### src/rtl/led_matrix_pkg.sv
// Shared constants and types for the 6x6 LED matrix scan driver.
// Optional build macro used by the top level: BRIGHTNESS_PWM_EN.
package led_matrix_pkg;

    localparam int MATRIX_N = 6;
    localparam int FRAME_W  = MATRIX_N * MATRIX_N;
    localparam int ROW_W    = 3;

    // One row's worth of column bits, or one bit per row driver.
    typedef logic [MATRIX_N-1:0] line_t;

    // One-hot row select for row index r (r < MATRIX_N).
    function automatic line_t row_onehot(input logic [ROW_W-1:0] r);
        return line_t'(1) << r;
    endfunction

endpackage

### src/rtl/scan_timer.sv
// Row/column scan timebase: div counts cycles within a row period and
// row counts rows within a frame. Strobes mark the last cycle of a row
// (row_wrap) and the last cycle of a frame (frame_boundary).
module scan_timer
    import led_matrix_pkg::*;
#(
    parameter int CLK_DIV = 1000,
    parameter int DIV_W   = $clog2(CLK_DIV + 1)
) (
    input  logic             clk_i,
    input  logic             rst_i,
    output logic [ROW_W-1:0] row_o,
    output logic [DIV_W-1:0] div_o,
    output logic             row_wrap_o,
    output logic             frame_boundary_o
);

    localparam logic [DIV_W-1:0] DIV_MAX = DIV_W'(CLK_DIV - 1);
    localparam logic [ROW_W-1:0] ROW_MAX = ROW_W'(MATRIX_N - 1);

    logic [DIV_W-1:0] div_q, div_d;
    logic [ROW_W-1:0] row_q, row_d;
    logic             row_wrap;
    logic             frame_boundary;

    // Next-state for the div/row counters and the wrap strobes.
    always_comb begin
        // NOTE: every comb output gets a default first, so no path can infer a latch.
        div_d          = div_q + DIV_W'(1);
        row_d          = row_q;
        row_wrap       = (div_q == DIV_MAX);
        frame_boundary = row_wrap && (row_q == ROW_MAX);
        if (row_wrap) begin
            div_d = '0;
            row_d = (row_q == ROW_MAX) ? '0 : row_q + ROW_W'(1);
        end
    end

    // Counter registers with synchronous reset.
    always_ff @(posedge clk_i) begin
        // NOTE: non-blocking so each register samples pre-edge values regardless of statement order.
        if (rst_i) begin
            div_q <= '0;
            row_q <= '0;
        end else begin
            div_q <= div_d;
            row_q <= row_d;
        end
    end

    assign row_o            = row_q;
    assign div_o            = div_q;
    assign row_wrap_o       = row_wrap;
    assign frame_boundary_o = frame_boundary;

endmodule

### src/rtl/led_matrix_scan.sv
// Row-multiplexed 6x6 LED scan driver. Images arrive over valid/ready into
// a one-deep pending buffer and are swapped into the active frame only at
// a frame boundary, so a frame is never torn. Each row period starts with
// BLANK cycles of dark columns. All outputs are registered.
// Build macro BRIGHTNESS_PWM_EN adds a per-frame global brightness window.
module led_matrix_scan
    import led_matrix_pkg::*;
#(
    parameter int CLK_DIV        = 1000,
    parameter int BLANK          = 8,
    parameter bit ROW_ACTIVE_LOW = 1'b0,
    parameter bit COL_ACTIVE_LOW = 1'b1
) (
    input  logic               clk_i,
    input  logic               rst_i,
    input  logic [FRAME_W-1:0] img_i,
    input  logic               img_valid_i,
    output logic               img_ready_o,
    input  logic [2:0]         brightness_i,
    output logic [MATRIX_N-1:0] rows_o,
    output logic [MATRIX_N-1:0] cols_o,
    output logic               frame_start_o
);

    localparam int               DIV_W    = $clog2(CLK_DIV + 1);
    localparam logic [DIV_W-1:0] BLANK_V  = DIV_W'(BLANK);
    localparam line_t            ROW_IDLE = ROW_ACTIVE_LOW ? '1 : '0;
    localparam line_t            COL_IDLE = COL_ACTIVE_LOW ? '1 : '0;

    logic [ROW_W-1:0] row_w;
    logic [DIV_W-1:0] div_w;
    logic             row_wrap_w;
    logic             frame_boundary_w;

    scan_timer #(
        .CLK_DIV (CLK_DIV),
        .DIV_W   (DIV_W)
    ) u_timer (
        .clk_i            (clk_i),
        .rst_i            (rst_i),
        .row_o            (row_w),
        .div_o            (div_w),
        .row_wrap_o       (row_wrap_w),
        .frame_boundary_o (frame_boundary_w)
    );

    logic [FRAME_W-1:0] pend_q, pend_d;
    logic               pend_full_q, pend_full_d;
    logic [FRAME_W-1:0] active_q, active_d;
    line_t              rows_q, rows_d;
    line_t              cols_q, cols_d;
    logic               frame_start_q, frame_start_d;
    logic               window_open;

`ifdef BRIGHTNESS_PWM_EN
    // Column-on threshold for brightness level b: BLANK plus (b+1)/8 of the lit span.
    function automatic logic [DIV_W-1:0] pwm_threshold(input logic [2:0] b);
        int span;
        span = ((CLK_DIV - BLANK) * (int'(b) + 1)) >> 3;
        return DIV_W'(BLANK + span);
    endfunction

    logic [2:0]       bri_q;
    logic [DIV_W-1:0] thr_q;
    logic             unused_sig;

    // Brightness level and its threshold are latched once per frame.
    always_ff @(posedge clk_i) begin
        if (rst_i) begin
            bri_q <= 3'd7;
            thr_q <= pwm_threshold(3'd7);
        end else if (frame_boundary_w) begin
            bri_q <= brightness_i;
            thr_q <= pwm_threshold(brightness_i);
        end
    end

    assign window_open = (div_w < thr_q);
    // row_wrap and the stored level are kept for observability only.
    assign unused_sig  = ^{row_wrap_w, bri_q};
`else
    logic unused_sig;

    assign window_open = 1'b1;
    // Brightness has no effect without the PWM build; row_wrap is observability only.
    assign unused_sig  = ^{brightness_i, row_wrap_w};
`endif

    // Pending-buffer handshake and boundary swap into the active frame.
    always_comb begin
        pend_d      = pend_q;
        pend_full_d = pend_full_q;
        active_d    = active_q;
        if (frame_boundary_w && pend_full_q) begin
            active_d    = pend_q;
            pend_full_d = 1'b0;
        end else if (img_valid_i && !pend_full_q) begin
            // Swap needs a full buffer and a handshake needs an empty one, so they never collide.
            pend_d      = img_i;
            pend_full_d = 1'b1;
        end
    end

    // Row/column drive for the current counter state, with blanking and polarity.
    always_comb begin
        line_t line;
        line = '0;
        for (int r = 0; r < MATRIX_N; r++) begin
            if (row_w == ROW_W'(r)) begin
                line = active_q[r*MATRIX_N +: MATRIX_N];
            end
        end
        if (!((div_w >= BLANK_V) && window_open)) begin
            line = '0;
        end
        rows_d        = row_onehot(row_w) ^ ROW_IDLE;
        cols_d        = line ^ COL_IDLE;
        frame_start_d = (row_w == '0) && (div_w == '0);
    end

    // Buffer and output registers with synchronous reset.
    always_ff @(posedge clk_i) begin
        if (rst_i) begin
            // NOTE: the image buffers are reset on purpose: reset must blank the display and drop any pending image.
            pend_q        <= '0;
            pend_full_q   <= 1'b0;
            active_q      <= '0;
            rows_q        <= ROW_IDLE;
            cols_q        <= COL_IDLE;
            frame_start_q <= 1'b0;
        end else begin
            pend_q        <= pend_d;
            pend_full_q   <= pend_full_d;
            active_q      <= active_d;
            rows_q        <= rows_d;
            cols_q        <= cols_d;
            frame_start_q <= frame_start_d;
        end
    end

    assign img_ready_o   = !pend_full_q;
    assign rows_o        = rows_q;
    assign cols_o        = cols_q;
    assign frame_start_o = frame_start_q;

endmodule
### config.mk
export PLATFORM = sky130hd
export DESIGN_NAME = led_matrix_scan
export DESIGN_NICKNAME = d
export VERILOG_FILES = /design/src/rtl/led_matrix_pkg.sv /design/src/rtl/scan_timer.sv /design/src/rtl/led_matrix_scan.sv
export SDC_FILE = /design/constraint.sdc
export NUM_CORES = 1
export LEC_CHECK = 0
export ABC_AREA = 1
export CAP_MARGIN = 15
export CORE_UTILIZATION = 40
export CTS_BUF_LIST = sky130_fd_sc_hd__clkbuf_2
export DETAILED_ROUTE_END_ITERATION = 12
export HOLD_SLACK_MARGIN = 0.1
export PLACE_DENSITY = 0.71
export SYNTH_ARGS = -nofsm -noshare
export SYNTH_HDL_FRONTEND = slang
export SYNTH_SLANG_ARGS = --single-unit
### constraint.sdc
create_clock -name clk_i -period 1.6 [get_ports clk_i]
set_input_delay 0.32 -clock clk_i [delete_from_list [all_inputs] [get_ports clk_i]]
set_output_delay 0.32 -clock clk_i [all_outputs]
set_load 0.03 [all_outputs]
; Word level (Yosys, flattened, before mapping)
; Cells that the tools add are included.
[op_classes]
n_reduce_logical = 10
n_shift = 1
n_eq_ne = 6
n_bitwise = 2
magnitude_cmp = 1
n_mux = 8
n_addsub = 2
n_mul = 0
div_mod_pow = 0
[ops]
columns = operator, count
row1 = two-way mux 6 bit, 7
row2 = "adder 10 x 1 -> 10 bit, second input constant", 1
row3 = "equality test 10 bit, second input constant", 1
row4 = ">= comparator 10 x 4 -> 1 bit, second input constant", 1
row5 = logical NOT 10 bit, 1
row6 = "equality test 3 x 2 -> 1 bit, second input constant", 2
row7 = "equality test 3 bit, second input constant", 2
row8 = NOT 6 bit, 1
row9 = "left shift 1 x 3 -> 6 bit, first input constant", 1
row10 = logical AND 1 bit, 4
row11 = OR reduction 2 bit, 2
row12 = "adder 3 x 1 -> 3 bit, second input constant", 1
row13 = "equality test 3 x 1 -> 1 bit, second input constant", 1
row14 = logical NOT 3 bit, 1
row15 = two-way mux 3 bit, 1
row16 = AND reduction 2 bit, 1
row17 = logical NOT 1 bit, 1
row18 = NOT 1 bit, 1
[word_totals]
n_memories = 0
latch_bits = 0
elab_cells = 38
ramBits = 0
romBits = 0
reg_bits = 99
in_bits = 42
output_inout_bits = 14

; Longest topological paths before layout
; Gate-level depths: netlist of the first run.
[logic_depth]
word_depth = 9
mapped_depth = 10
mapped_depth_nobuf = 9

; Hierarchy
; Synthesis of the first run repeated with hierarchy kept, for this count alone.
[unflattened]
cells_unflattened = 530
hier_area_um2 = 3920.0
[modules_own_cells]
columns = mod, cells_per_inst, seq_area_each_um2, n_inst, area_per_inst_um2
row1 = led_matrix_scan, 435, 1721.7, 1, 3255.6
row2 = scan_timer, 95, 260.2, 1, 664.4

; Worst setup path before layout of the first run
; OpenSTA, ideal clock, no wires.
[synth_path]
kind = register to register
start = reg u_timer.div_q[0] (netlist: u_timer.div_o[0])
end = reg active_q[0]
t_required_ns = 1.487
stages_incl_launch_ff = 10
setup_slack_ns = 0.149
period_less_slack_ns = 1.451
setup_ns = 0.113
n_path_buf = 1
arrival_ns = 1.338
path_cell_list = dfxtp_1 -> ha_1 -> nand2_1 -> inv_2 -> nand2_1 -> nor2_4 -> nand3_4 -> buf_2 -> nor2_1 -> nor2_1
[synth_via]
elab_chain_len = 3
[synth_rtl]
columns = item, line
row1 = start: declaration, scan_timer.sv:21  ; logic [DIV_W-1:0] div_q, div_d;
row2 = start signal: assignment, scan_timer.sv:46  ; div_q <= div_d;
row3 = equality test 10 bit, scan_timer.sv:31  ; row_wrap = (div_q == DIV_MAX);
row4 = logical AND 1 bit, scan_timer.sv:32  ; frame_boundary = row_wrap && (row_q == ROW_MAX);
row5 = logical AND 1 bit, led_matrix_scan.sv:94  ; if (frame_boundary_w && pend_full_q) begin
row6 = end signal: assignment, led_matrix_scan.sv:134  ; active_q <= active_d;
row7 = end: declaration, led_matrix_scan.sv:49  ; logic [FRAME_W-1:0] active_q, active_d;
; No other way between the ends.
; A chain may end at the register's enable or synchronous reset.

; Worst setup path after layout of the first run
[layout_path]
start = reg u_timer.div_q[0] (netlist: u_timer.div_o[0])
end = reg active_q[3]
; The elaborated chain is that of the path after synthesis.

==> results_dict.tcl, run 1 <==
set metrics [dict create \
    power_density_nw_per_um2 898.3 \
    htree_num_levels 3 \
    detail-route-antenna-nets 0 \
    dr.first_iter.drc_count 135 \
    number_of_sinks_handled_by_clock_tree_synthesis 99 \
    insertedDiodeCount 0 \
    power.share.switching_pct 24.33 \
    fin_worst_hold_slack_ns 0.3489 \
    synth_commonest_cells "nor2_1, nand2_1, dfxtp_1, inv_1, o21ai_0" \
    core_area_um2 9864 \
    switchingPower_mw 1.103 \
    number_of_register_bits_inferred_by_synthesis 99 \
    cp_max_fo 8 \
    worst-r2r-cell-count 10 \
    place.detailed.instances 773 \
    detailed_route_wire_length_per_cell_um 11.21 \
    finalHoldViolCount 0 \
    seqCellArea_um2 1992 \
    route.final.wire_length_um 8881 \
    detailed_place_hpwl_um 5855 \
    synth_largest_type_area_fraction_pct 48.22 \
    skew_ns 0.01630 \
    number_of_buffers_added_by_the_clock_tree_synthesis_step 9 \
    cell_internal_pwr_mw 3.429 \
    tritoncts "built" \
    clock.fmax_mhz 659.3 \
    synthArstFlopShare_pct 0 \
    crit_path_dat_ns 2.00 \
    n_fill_cell 947 \
    synth.area.top_cells "dfxtp_1, nor2_1, nand2_1, inv_1, o21ai_0" \
    detail_route.vias_per_cell 4.586 \
    timing.critical_path.required_ns 2.09 \
    cellLeakagePower_nw 2.417 \
    top_level_ports 56 \
    post_route_cells_drive_above_1_share_pct 10.47 \
    synthDominantAreaCellType "dfxtp_1" \
    min_delay_worst_endpoint "pend_q[30]" \
    via_count_of_the_first_global_routing_pass 3243 \
    hold_path.startpoint "img_i[30]" \
    die-area_um2 10690 \
    synthCells 601 \
    critical_path.startpoint "u_timer.div_o[0]" \
    share_of_total_power_in_the_clock_network_pct 33.1 \
    synthesis.yosys.warnings 0 \
    drt_drc_violations_left 0 \
    synth.net_count 646 \
    areaGrowthSynthToFinish_pct 22.74 \
    period_minus_slack_ns 1.517 \
    number_of_max_slew_violations_in_the_final_report 0 \
    clock_insertion_delay_worst_skew_ns 0.54 \
    die_h_um 103.4 \
    timing.hold.worst_path_depth 3 \
    clk_transition_reported_paths_ns 0.26 \
    per_instance_average_area_after_synthesis_um2 6.839 \
    synth_seq_area_share_pct 48.22 \
    ff2ff_setup_slack_ns 0.08 \
    final_net_count 700 \
    power.share.sequential_pct 57.6 \
    drv.max_cap_violation_count 0 \
    io_buffer_count 52 \
    p_comb_share_pct 9.3 \
    route.vias.total 3632 \
    finalSetupViolations 0 \
    synth_flop_cell "dfxtp_1" \
    hp-class "input pin to flop" \
    crit-reg2reg-launch "u_timer.div_o[0]" \
    timing.setup.critical_path_class "flop to flop" \
    yosysUniqueCellTypes 26 \
    drt_pre_antenna_iters 4 \
    dieWidth_um 103.4 \
    cts-root-buf "clkbuf_2" \
    critPathCaptureType "flop" \
    cts-root-to-sink-buffers 2 \
    area_of_the_multi_input_gates_um2 1787 \
    grt_overflow 0 \
    crit-reg2reg-capture "active_q[3]" \
    instances_no_fill 792 \
    grt_first_pass_wirelength_um 14220 \
    place_congestion 0.8509 \
    grt_usage_pct 17.16 \
    number_of_enable_type_register_cells_in_the_synthesized_netlist 0 \
    run_status "completed" \
    vdd.ir_drop.worst_v 0.0004622 \
    initial_utilization_pct 41.67 \
    slew_at_the_pin_closest_to_its_max_slew_limit_ns 0.3593 \
    final.period_utilization_pct 94.79 \
    maxSlewHeadroom_pct 76.02 \
    critPathLaunchType "flop" \
    synth_area_um2 4110 \
    grt_max_degree 43 \
    most_frequent_cell_after_synthesis "nor2_1" \
    placementRows 36 \
    number_of_antenna_violations_at_the_first_check_in_global_routing 0 \
]
-- worst max-delay path: stages, from the launching register on --
cell	delay (ns)
dfxtp_2	0.42
ha_4	0.15
nand2_2	0.06
inv_2	0.06
nand2_2	0.05
nor2_4	0.10
nand3_4	0.18
buf_12	0.20
nand2_1	0.07
nand2_1	0.07
nor2_1	0.10
-- routing by layer --
layer | wire length, µm | track usage [%] | vias up
li1 | - | - | 1938
met1 | 4185 | 21.74 | 1607
met2 | 4197 | 28.68 | 75
met3 | 369 | 3.763 | 12
met4 | 128 | 6.284 | 0
met5 | 0 | 0 | -
-- registers in the layout, indices dropped and copies added, names as in the netlist --
register / flops
active_q: 36
cols_o: 6
frame_start_o: 1
pend_full_q: 1
pend_q: 36
rows_o: 6
u_timer.div_o: 10
u_timer.row_o: 3
-- cells by family (layout without fill, tap and decap cells) --
family,Yosys count,after routing,share of synthesized area [%]
fa+ha+maj,3,3,0.9133
simple gates,350,350,33.88
compound gates,61,61,7.519
buf+inv,86,144,9.041
flops,99,99,48.22
xor+xnor,2,2,0.4263
-- power groups by stage --
stage                     logic (mW)  clock network (mW)  registers [mW]
after floorplan                0.219                   0            2.65
after global placement         0.413                   0            2.65
after detailed placement       0.421                   0            2.65
after CTS                      0.419                1.53            2.61
after global routing           0.472                1.63            2.62
final                          0.421                1.50            2.61
-- metrics by stage --
step | setup TNS [ns] | total power [mW] | instance area [µm²] | setup WS, ns | utilization, %
6_report | 0 | 4.532 | 5045 | 0.08332 | 51.14
5_1_grt | -0.1040 | 4.728 | 5045 | -0.01914 | 51.14
4_1_cts | 0 | 4.553 | 4981 | 0.002735 | 50.49
3_5_place_dp | 0 | 3.075 | 4815 | 0.07824 | 48.81
3_3_place_gp | 0 | 3.064 | 4815 | 0.1045 | 48.81
2_1_floorplan | 0 | 2.874 | 4110 | 0.1490 | -
-- cell type report --
cell class / count / area share, %
flip-flops and latches: 99 / 39.48
multi-input cells: 416 / 35.42
repair buffers: 70 / 14.26
inverters: 59 / 4.390
well taps: 133 / 3.299
clock inverters: 6 / 2.257
clock buffers: 9 / 0.8929
-- cell usage in the layout, fill, tap and decap left out, drive strengths merged, types with 3 or more instances in the layout --
master / instances
nand3: 17
nand2: 140
clkdlybuf4s50: 38
nor3: 6
clkbuf: 15
nor2: 182
o21ai: 38
bufinv: 3
dfxtp: 99
a21oi: 21
ha: 3
inv: 59
buf: 24
-- worst max path at each step --
| stage | to | slack [ns] | depth (start not counted) |
|---|---|---|---|
| detailed placement | frame_start_o | 0.08 | 6 |
| global placement | active_q[28] | 0.10 | 9 |
| CTS | cols_o[2] | 0.003 | 1 |
| global route | active_q[34] | -0.02 | 9 |
| floorplan | active_q[0] | 0.15 | 9 |
| finish | active_q[3] | 0.08 | 10 |
-- timing repair --
action / 4_1_cts / 5_1_grt
pin swaps: 0 / 1
gates cloned: 0 / 3
buffers inserted: 0 / 1
endpoints found under the setup margin: 14 / 53
resized for setup: 41 / 38
hold buffers: 0 / 0
No activity file was read; power rests on OpenSTA's default activity.
==> inputs of run 2 (changes only) <==
--- a/config.mk
+++ b/config.mk
@@ -8,7 +8,7 @@
 export ABC_AREA = 1
 export CAP_MARGIN = 15
 export CORE_UTILIZATION = 40
-export CTS_BUF_LIST = sky130_fd_sc_hd__clkbuf_2
+export CTS_BUF_LIST = sky130_fd_sc_hd__clkbuf_4
 export DETAILED_ROUTE_END_ITERATION = 12
 export HOLD_SLACK_MARGIN = 0.1
 export PLACE_DENSITY = 0.71
==> run 2 against run 1 <==
Net effect: design area up 5.3%; sequential power about the same; non-clock buffer count up 7; critical path type unchanged; routed wire length increased by 5.3%; clock skew shrank 0.0049 ns; fmax is 2.8% lower; worst hold slack gained 0.12 ns.
==> results_dict.tcl, run 2 (synthesized netlist as in run 1, its figures left out) <==
set metrics [dict create \
    run_status "completed" \
    cts-root-to-sink-buffers 2 \
    path_cells "ha_4 > nand2_2 > inv_2 > nand2_2 > nor2_4 > nand3_4 > clkbuf_16 > nand2_4 > nand2_2 > nor2_1" \
    finalSetupViolations 0 \
    timing.hold.worst_path_depth 3 \
    grt_use_met2_pct 28.78 \
    crit-reg2reg-capture "active_q[29]" \
    cp_max_fo 7 \
    clock_insertion_delay_worst_skew_ns 0.45 \
    die-area_um2 10690 \
    core_area_um2 9864 \
    drv.max_cap_violation_count 0 \
    grt_setup_unrepaired "yes" \
    via_count_of_the_first_global_routing_pass 3245 \
    number_of_max_slew_violations_in_the_final_report 0 \
    globalRouteMet1Util_pct 21.70 \
    place_congestion 0.8509 \
    tritoncts "built" \
    number_of_antenna_violations_at_the_first_check_in_global_routing 0 \
    number_of_sinks_handled_by_clock_tree_synthesis 99 \
    fin_worst_hold_slack_ns 0.4679 \
    detailed_route_wire_length_per_cell_um 11.69 \
    detail-route-antenna-nets 0 \
    grt_first_pass_wirelength_um 14260 \
    slew_at_the_pin_closest_to_its_max_slew_limit_ns 0.3744 \
    dieWidth_um 103.4 \
    route.final.wire_length_um 9354 \
    hold_path.startpoint "img_i[14]" \
    post_route_cells_drive_above_1_share_pct 13.64 \
    drt_pre_antenna_iters 5 \
    timing.critical_path.mode_cell "nand2_2" \
    grt_overflow 0 \
    grt_usage_pct 17.26 \
    maxSlewHeadroom_pct 75.01 \
    cts-root-buf "clkbuf_4" \
    top_level_ports 56 \
    min_delay_worst_endpoint "pend_q[14]" \
    gr_busiest_metal "met2" \
    insertedDiodeCount 0 \
    cellLeakagePower_nw 2.475 \
    period_minus_slack_ns 1.560 \
    finalPower_mw 4.650 \
    skew_ns 0.01139 \
    number_of_buffers_added_by_the_clock_tree_synthesis_step 9 \
    grt_max_degree 43 \
    critPathLaunchType "flop" \
    detailed_place_hpwl_um 5855 \
    finalHoldViolCount 0 \
    timing.critical_path.required_ns 1.99 \
    groute.layer.met3.usage_pct 3.763 \
    dr.first_iter.drc_count 130 \
    route.vias.total 3684 \
    final_cell_mix "nor2_1, nand2_1, dfxtp_1" \
    io_buffer_count 52 \
    clk_transition_reported_paths_ns 0.15 \
    most_common_library_cell_in_the_layout_ignoring_fill_and_taps "nor2_1" \
    critPathCaptureType "flop" \
    power_density_nw_per_um2 875.0 \
    drt_drc_violations_left 0 \
    placementRows 36 \
    timing.setup.critical_path_class "flop to flop" \
    htree_num_levels 3 \
    final_net_count 708 \
    areaGrowthSynthToFinish_pct 29.28 \
    cp.buffers_inverters 2 \
    initial_utilization_pct 41.67 \
    critPathSlowestCell "dfxtp_2" \
    hp-class "input pin to flop" \
    detail_route.vias_per_cell 4.605 \
    max_stage_delay_ns 0.38 \
    crit_path_dat_ns 1.95 \
    worst-r2r-cell-count 10 \
    clock.fmax_mhz 641.0 \
    ff2ff_setup_slack_ns 0.04 \
    final.period_utilization_pct 97.50 \
    crit-reg2reg-launch "u_timer.div_o[1]" \
    vdd.ir_drop.worst_v 0.0004627 \
    die_h_um 103.4 \
    path_delay_family "simple AND/OR/NAND/NOR gates" \
]
## run 2: changes by cell type in the layout (fill, tap and decap cells not counted), moves of 6 or more
cell	before	now
dlygate4sd2_1	0	13
nand2_2	4	17
nand2_4	0	9
clkbuf_2	12	0
clkbuf_4	0	9
buf_2	8	1
nor2_1	177	171
nand2_1	136	114
## run 2: final cells by class
type	instances	area (µm²)
repair buffers	77	840.8
clock buffers	9	67.56
inverters	59	221.5
flip-flops and latches	99	1987
clock inverters	6	113.9
fillers	901	4551
well taps	133	166.4
multi-input cells	417	1917
## run 2: worst max-delay path by stage
stage	to	cells after the start	from
after floorplan	active_q[0]	9	u_timer.div_o[0]
after global placement	active_q[28]	9	u_timer.div_o[1]
after detailed placement	frame_start_o	6	rst_i
after CTS	active_q[3]	10	u_timer.div_o[1]
after global routing	active_q[4]	10	u_timer.div_o[1]
final	active_q[29]	10	u_timer.div_o[1]
## run 2: where the power goes
group	internal [mW]	switching [mW]
Clock	0.788	0.832
Sequential	2.55	0.0486
Combinational	0.202	0.225
## run 2: layer usage
| metal | wire, µm | vias to the layer above |
|---|---|---|
| met2 | 4475 | 88 |
| li1 | - | 1957 |
| met3 | 389 | 18 |
| met5 | 0 | - |
| met4 | 190 | 0 |
| met1 | 4299 | 1621 |
## run 2: timing repair
item                       CTS  global route
setup endpoints to repair   14            41
hold buffers                 0             0
resized for setup           16            54
buffers inserted             0             5
cloned                       0             7
pin swaps                    0            15
## run 2: worst reg2reg max path, delay by kind of cell (launching register included)
family / cells / cell delay (ns)
fa+ha+maj: 1 / 0.15
simple gates: 7 / 0.66
flops: 1 / 0.38
buf+inv: 2 / 0.32
## run 2: through the flow
stage          setup slack, ns  area (µm²)  instances  setup TNS (ns)  utilization [%]
2_1_floorplan           0.1490        4110        601               0                -
3_3_place_gp            0.1045        4815        773               0            48.81
3_5_place_dp           0.07824        4815        773               0            48.81
4_1_cts                0.02857        4981        788               0            50.49
5_1_grt               -0.05748        5314        800         -0.9389            53.87
6_report               0.04002        5314        800               0            53.87
